===== src/rtl/hazard_unit.sv =====
// Five-stage MIPS hazard controller: Tuse/Tnew stall detection and forwarding selects.
// Define HAZARD_STALL_CNT_EN to add the saturating stall_cnt output.
module hazard_unit (
    input  logic        clk,
    input  logic        reset,
    input  logic [4:0]  rs_D,
    input  logic [4:0]  rt_D,
    input  logic [1:0]  tuse_rs_D,
    input  logic [1:0]  tuse_rt_D,
    input  logic        jreg_D,
    input  logic [4:0]  dst_D,
    input  logic [1:0]  tnew_D,
    output logic        stall,
    output logic        flush_E,
    output logic [1:0]  forward_rs_b,
    output logic [1:0]  forward_rt_b,
    output logic [1:0]  forward_rs_jr,
    output logic [1:0]  forward_rt_ji,
    output logic [1:0]  forward_rs_alu,
    output logic [1:0]  forward_rt_alu,
    output logic        forward_rt_mem
`ifdef HAZARD_STALL_CNT_EN
    ,
    output logic [31:0] stall_cnt
`endif
);

    logic [4:0] rs_E_r, rt_E_r, dst_E_r, rt_M_r, dst_M_r, dst_W_r;
    logic [1:0] tnew_E_r, tnew_M_r;
    logic       stall_s;

    function automatic logic hit(input logic [4:0] src, input logic [4:0] dst);
        return (src != 5'd0) && (src == dst);
    endfunction

    function automatic logic [1:0] sat_dec(input logic [1:0] t);
        return (t == 2'd0) ? 2'd0 : (t - 2'd1);
    endfunction

    // The compare muxes have no E-stage path, so a ready E result still stalls them.
    function automatic logic need_stall(input logic [4:0] src, input logic [1:0] tuse,
                                        input logic [4:0] de, input logic [1:0] te,
                                        input logic [4:0] dm, input logic [1:0] tm,
                                        input logic jreg);
        logic res;
        res = 1'b0;
        if (tuse == 2'd3) begin
            res = 1'b0;
        end else if (hit(src, de)) begin
            res = (te > tuse) || ((te == 2'd0) && (tuse == 2'd0) && !jreg);
        end else if (hit(src, dm)) begin
            res = (tm > tuse);
        end else begin
            res = 1'b0;
        end
        return res;
    endfunction

    function automatic logic [1:0] sel_b(input logic [4:0] src, input logic [4:0] de,
                                         input logic [4:0] dm, input logic [1:0] tm,
                                         input logic [4:0] dw);
        logic [1:0] res;
        res = 2'd0;
        if (hit(src, de)) begin
            res = 2'd0;
        end else if (hit(src, dm)) begin
            res = (tm == 2'd0) ? 2'd1 : 2'd0;
        end else if (hit(src, dw)) begin
            res = 2'd2;
        end else begin
            res = 2'd0;
        end
        return res;
    endfunction

    function automatic logic [1:0] sel_jr(input logic [4:0] src, input logic [4:0] de,
                                          input logic [1:0] te, input logic [4:0] dm,
                                          input logic [1:0] tm, input logic [4:0] dw);
        logic [1:0] res;
        res = 2'd0;
        if (hit(src, de)) begin
            res = (te == 2'd0) ? 2'd1 : 2'd0;
        end else if (hit(src, dm)) begin
            res = (tm == 2'd0) ? 2'd2 : 2'd0;
        end else if (hit(src, dw)) begin
            res = 2'd3;
        end else begin
            res = 2'd0;
        end
        return res;
    endfunction

    function automatic logic [1:0] sel_alu(input logic [4:0] src, input logic [4:0] dm,
                                           input logic [1:0] tm, input logic [4:0] dw);
        logic [1:0] res;
        res = 2'd0;
        if (hit(src, dm)) begin
            res = (tm == 2'd0) ? 2'd1 : 2'd0;
        end else if (hit(src, dw)) begin
            res = 2'd2;
        end else begin
            res = 2'd0;
        end
        return res;
    endfunction

    // Stall decision; masked while reset is asserted so the bubble logic stays idle.
    always_comb begin
        stall_s = 1'b0;
        if (reset) begin
            stall_s = 1'b0;
        end else begin
            stall_s = need_stall(rs_D, tuse_rs_D, dst_E_r, tnew_E_r, dst_M_r, tnew_M_r, jreg_D)
                   || need_stall(rt_D, tuse_rt_D, dst_E_r, tnew_E_r, dst_M_r, tnew_M_r, jreg_D);
        end
    end

    assign stall          = stall_s;
    assign flush_E        = stall_s;
    assign forward_rs_b   = sel_b(rs_D, dst_E_r, dst_M_r, tnew_M_r, dst_W_r);
    assign forward_rt_b   = sel_b(rt_D, dst_E_r, dst_M_r, tnew_M_r, dst_W_r);
    assign forward_rs_jr  = sel_jr(rs_D, dst_E_r, tnew_E_r, dst_M_r, tnew_M_r, dst_W_r);
    assign forward_rt_ji  = sel_jr(rt_D, dst_E_r, tnew_E_r, dst_M_r, tnew_M_r, dst_W_r);
    assign forward_rs_alu = sel_alu(rs_E_r, dst_M_r, tnew_M_r, dst_W_r);
    assign forward_rt_alu = sel_alu(rt_E_r, dst_M_r, tnew_M_r, dst_W_r);
    assign forward_rt_mem = hit(rt_M_r, dst_W_r);

    // Pipeline advance: D->E (bubble on stall), E->M with Tnew countdown, M->W.
    always_ff @(posedge clk) begin
        if (reset) begin
            rs_E_r   <= 5'd0;
            rt_E_r   <= 5'd0;
            dst_E_r  <= 5'd0;
            tnew_E_r <= 2'd0;
            rt_M_r   <= 5'd0;
            dst_M_r  <= 5'd0;
            tnew_M_r <= 2'd0;
            dst_W_r  <= 5'd0;
        end else begin
            dst_W_r  <= dst_M_r;
            rt_M_r   <= rt_E_r;
            dst_M_r  <= dst_E_r;
            tnew_M_r <= sat_dec(tnew_E_r);
            if (stall_s) begin
                rs_E_r   <= 5'd0;
                rt_E_r   <= 5'd0;
                dst_E_r  <= 5'd0;
                tnew_E_r <= 2'd0;
            end else begin
                rs_E_r   <= rs_D;
                rt_E_r   <= rt_D;
                dst_E_r  <= dst_D;
                tnew_E_r <= tnew_D;
            end
        end
    end

`ifdef HAZARD_STALL_CNT_EN
    logic [31:0] stall_cnt_r;

    // Saturating count of stalled cycles.
    always_ff @(posedge clk) begin
        if (reset) begin
            stall_cnt_r <= 32'd0;
        end else if (stall_s && (stall_cnt_r != 32'hFFFF_FFFF)) begin
            stall_cnt_r <= stall_cnt_r + 32'd1;
        end else begin
            stall_cnt_r <= stall_cnt_r;
        end
    end

    assign stall_cnt = stall_cnt_r;
`endif

endmodule


===== config.mk =====
export PLATFORM = sky130hd
export DESIGN_NAME = hazard_unit
export DESIGN_NICKNAME = d
export VERILOG_FILES = /design/src/rtl/hazard_unit.sv
export SDC_FILE = /design/constraint.sdc
export NUM_CORES = 1
export LEC_CHECK = 0
export BUFFER_PORTS_ARGS = -buffer_cell sky130_fd_sc_hd__buf_2
export CAP_MARGIN = 5
export CORE_MARGIN = 2
export CORE_UTILIZATION = 55
export CTS_BUF_LIST = sky130_fd_sc_hd__clkbuf_4 sky130_fd_sc_hd__clkbuf_8
export DETAILED_ROUTE_END_ITERATION = 8
export HOLD_SLACK_MARGIN = 0.08
export PLACE_DENSITY = 0.88
export SLEW_MARGIN = 40
export SYNTH_ARGS = -nofsm -noshare
export SYNTH_HDL_FRONTEND = slang
export SYNTH_SLANG_ARGS = --single-unit

===== constraint.sdc =====
create_clock -name clk -period 2.5 [get_ports clk]
set_input_delay 0.25 -clock clk [delete_from_list [all_inputs] [get_ports clk]]
set_output_delay 0.25 -clock clk [all_outputs]
set_load 0.02 [all_outputs]

# Word-level counts from Yosys, hierarchy flattened
# Cells that the tools add are included.
# word_totals
register_bits	34
word_cells	84
# classes
n_lt_le_gt_ge	4
eq_ne	13
n_mux	28
addsub	1
reduce_logical	30
# op_table
op	count
$eq A5 B5 Y1	11
$mux W2	17
$reduce_bool A5 Y1	5
$logic_and A1 B1 Y1	15
$mux W1	11
$gt A2 B2 Y1	4
$logic_not A2 Y1	4
$eq A2 B2 Y1 const B	2
$reduce_or A2 Y1	2
$logic_or A1 B1 Y1	3
$sub A2 B1 Y2 const B	1
$logic_not A1 Y1	1

# Logic depth before layout (Yosys ltp)
# depth
ltp_word	10
depth_mapped	10

# Least setup slack after synthesis
# OpenSTA, ideal clock, no wires.
# synth_path
path_kind	register -> output
start	reg tnew_E_r[1]
end	out stall
n_path_buf	3
setup_slack_ns	0.159
t_arrival_ns	2.091
required_ns	2.250
path_stages_with_launch	10
path_cell_list	dfxtp_1 -> ha_1 -> nor2b_1 -> a2bb2oi_1 -> or3_1 -> o2111a_1 -> buf_6 -> buf_12 -> o21ba_1 -> buf_4
# synth_via
elab_chain_cells	9
# synth_lines
item	line	source
start, declared	29	logic [1:0] tnew_E_r, tnew_M_r;
start signal, assigned	153	tnew_E_r <= tnew_D;
$logic_not A2 Y1	50	res = (te > tuse) || ((te == 2'd0) && (tuse == 2'd0) && !jreg);
$logic_and A1 B1 Y1 (2 in a row)	50	
$logic_or A1 B1 Y1	50	
$mux W1	49	end else if (hit(src, de)) begin
$mux W1	47	if (tuse == 2'd3) begin
$mux W1	110	if (reset) begin
$logic_or A1 B1 Y1 *	114	|| need_stall(rt_D, tuse_rt_D, dst_E_r, tnew_E_r, dst_M_r, tnew_M_r, jreg_D);
$mux W1 *	110	
end, declared	13	output logic stall,
# Every way passes the cells marked *; elsewhere a longest branch is shown, timed or not. The select of a mux whose other input is x is not followed.

# Worst setup path in the final report
# layout_path
start	reg tnew_E_r[1]
end	out flush_E
# layout_via
elab_chain_cells	9
# layout_lines
item	line	source
$logic_not A2 Y1	50	
$logic_and A1 B1 Y1 (2 in a row)	50	
$logic_or A1 B1 Y1	50	
$mux W1	49	
$mux W1	47	
$mux W1	110	
$logic_or A1 B1 Y1 *	114	
$mux W1 *	110	
end, declared	14	output logic flush_E,
# Marked as above.

==> summary.md <==
| Metric | Value |
|---|---|
| Post-CTS Hold Fix Bufs | `0` |
| Hold Slack | `226 ps` |
| CP startpoint kind | `register` |
| Most used DFF post-synth | `dfxtp_1` |
| Commonest non-fill, non-tap cell in the layout | `buf_2` |
| Max rail drop VDD | `0.000324 V` |
| PwrDens | `531 nW/um^2` |
| Power, Total | `1.29 mW` |
| Global Route Usage Sum | `0.259` |
| CTS tree | `built` |
| Syn Nets | `267` |
| Post-synthesis register bit count | `34` |
| Residual DRC | `0` |
| Clock Skews | `3.38 ps` |
| Port-buffer cells | `38` |
| Crit path time final | `2390 ps` |
| Seq/Total Area, Yosys | `0.316` |
| Layout cells sized above 1 | `0.240` |
| Most frequent cells in the layout | `buf_2 (38), dfxtp_1 (34), xor2_1 (32)` |
| Synthesized instance count | `234` |
| WS Path Type | `reg2out` |
| CTS clk-pin slew, worst paths | `60 ps` |
| Pre-antenna DRT Iters | `4` |
| Vias in the first global route | `1730` |
| Layout area overhead | `12.5%` |
| Remaining global-route overflow | `0` |
| Post-synth EDFFs | `0` |
| CTS Buf Count | `5` |
| Detail Placement HPWL | `3840 microns` |
| Die Ht | `66.6 microns` |
| Fin util | `0.653` |
| Initial antenna violation count | `0` |
| Crit path DAT | `2140 ps` |
| Crit. End Element | `output port` |
| Leak pwr | `1.10 nW` |
| Vias per std cell | `5.64` |
| Clock tree root driver cell | `clkbuf_8` |
| CORE AREA | `3720 sq um` |
| Cell area after synthesis | `2160 sq um` |
| TNS Setup | `0 ps` |
| # setup viols final | `0` |
| Placer Congestion | `0.885` |
| Netlist cell types | `34` |
| Worst Path Required | `2250 ps` |
| Outcome | `complete, no violations` |
| Die area | `4440 sq um` |
| Initial DRC count | `89` |
| Clock Latency Late Sink | `290 ps` |
| Max_slew headroom | `0.714` |
| Synthesized area per cell | `9.22 sq um` |
| CTS sink cnt | `34` |
| First-pass GRT wire length | `8420 microns` |
| Least-Margin Pin Slew | `428 ps` |
| Starting Density | `0.580` |
| Achievable Freq | `0.418 GHz` |
| R2r setup slk | `370 ps` |
| IO Pins | `39` |
| Remaining antenna violation count | `0` |
| Slew Viols, Final | `0` |
| Final Hold Fails | `0` |
| Inserted Diodes | `0` |
| Fin nets | `300` |
| # rows | `22` |
| # Max-Cap Violations | `0` |
| Die X | `66.6 microns` |
| WL final | `5140 microns` |
| Wirelength per Cell | `16.3 microns` |
| Largest net degree at the start of global routing | `20` |
| Dpl ws | `246 ps` |
| Htree depth | `2` |
| Synth Warn # | `0` |
| Min-delay worst type | `in2reg` |
| Asr flop ratio synth | `0` |
| Final period util | `0.957` |
| Worst-path fanout max | `3` |
| Routed via count | `1777` |
| Clock buffer depth | `2` |
| Setup WS post-layout | `108 ps` |
-- cell type report --
| type | count | area, sq um |
|---|---|---|
| Clock buffer | 5 | 68.8 |
| Clock inverter | 2 | 10.0 |
| Fill cell | 318 | 1290 |
| Inverter | 6 | 22.5 |
| Multi-Input combinational cell | 175 | 1340 |
| Sequential cell | 34 | 681 |
| Tap cell | 48 | 60.1 |
| Timing Repair Buffer | 45 | 243 |
-- stage by stage --
stage / area [sq um] / cells
3_3_place_gp: 2330 / 307
3_5_place_dp: 2330 / 307
2_1_floorplan: 2160 / 234
5_1_grt: 2430 / 315
6_report: 2430 / 315
4_1_cts: 2410 / 314
-- power breakdown --
group / switching, mW / total, mW / leakage [nW] / internal, mW
sequential: 0.0409 / 0.615 / 0.281 / 0.574
clock: 0.194 / 0.380 / 0.0438 / 0.186
combinational: 0.156 / 0.293 / 0.780 / 0.137
-- worst paths after layout --
path / start / end / cells after the start
worst max-delay path: tnew_E_r[1]$_SDFF_PP0_ / flush_E / 7
worst max register to register: tnew_E_r[1]$_SDFF_PP0_ / rs_E_r[3]$_SDFF_PP0_ / 7
worst min-delay path: tnew_D[0] / tnew_E_r[0]$_SDFF_PP0_ / 2
worst min register to register: tnew_E_r[0]$_SDFF_PP0_ / tnew_M_r[0]$_SDFF_PP0_ / 1
-- cells in the mapped netlist (3+ instances only) --
| cell | n | area [sq um] |
|---|---|---|
| a21oi_1 | 5 | 25.0 |
| buf_2 | 4 | 20.0 |
| nor4b_1 | 10 | 87.6 |
| nand2_1 | 10 | 37.5 |
| o2111ai_1 | 3 | 26.3 |
| ha_1 | 9 | 113 |
| dfxtp_1 | 34 | 681 |
| nor2b_1 | 19 | 119 |
| inv_1 | 6 | 22.5 |
| nor3_1 | 15 | 75.1 |
| nand3_1 | 5 | 25.0 |
| xnor2_1 | 22 | 193 |
| nor4b_2 | 9 | 135 |
| nor2_1 | 16 | 60.1 |
| nand4_1 | 4 | 25.0 |
| xor2_1 | 32 | 280 |
| clkbuf_1 | 9 | 33.8 |
-- layer usage --
metal	global-route usage	vias to the layer above	wire [microns]
li1	-	863	-
met1	0.343	834	2320
met2	0.408	69	2410
met3	0.0524	11	303
met4	0.112	0	110
met5	0	-	0
-- logic make-up after synthesis --
| logic type | synth area share |
|---|---|
| fa+ha+maj | 0.0522 |
| flops | 0.316 |
| xor+xnor | 0.219 |
| buf+inv | 0.0661 |
| compound gates | 0.0621 |
| simple gates | 0.285 |
-- worst max-delay path, stage by stage, from the launching register on --
cell	delay, ps
dfxtp_1	330
ha_1	290
nor2b_1	140
a2bb2oi_1	120
or3_1	340
o2111a_2	270
o21ba_1	200
buf_2	160
-- flip-flops by register name, indices dropped and copies added, names as in the netlist --
register,count
tnew_E_r,2
tnew_M_r,2
rs_E_r,5
rt_E_r,5
dst_E_r,5
rt_M_r,5
dst_W_r,5
dst_M_r,5
-- what timing repair did --
| action | in CTS | in global routing |
|---|---|---|
| buffers inserted | 0 | 1 |
| resized for setup | 0 | 2 |
| endpoints found under the setup margin | 0 | 2 |
Note: power is estimated with default switching activity, not from simulation.
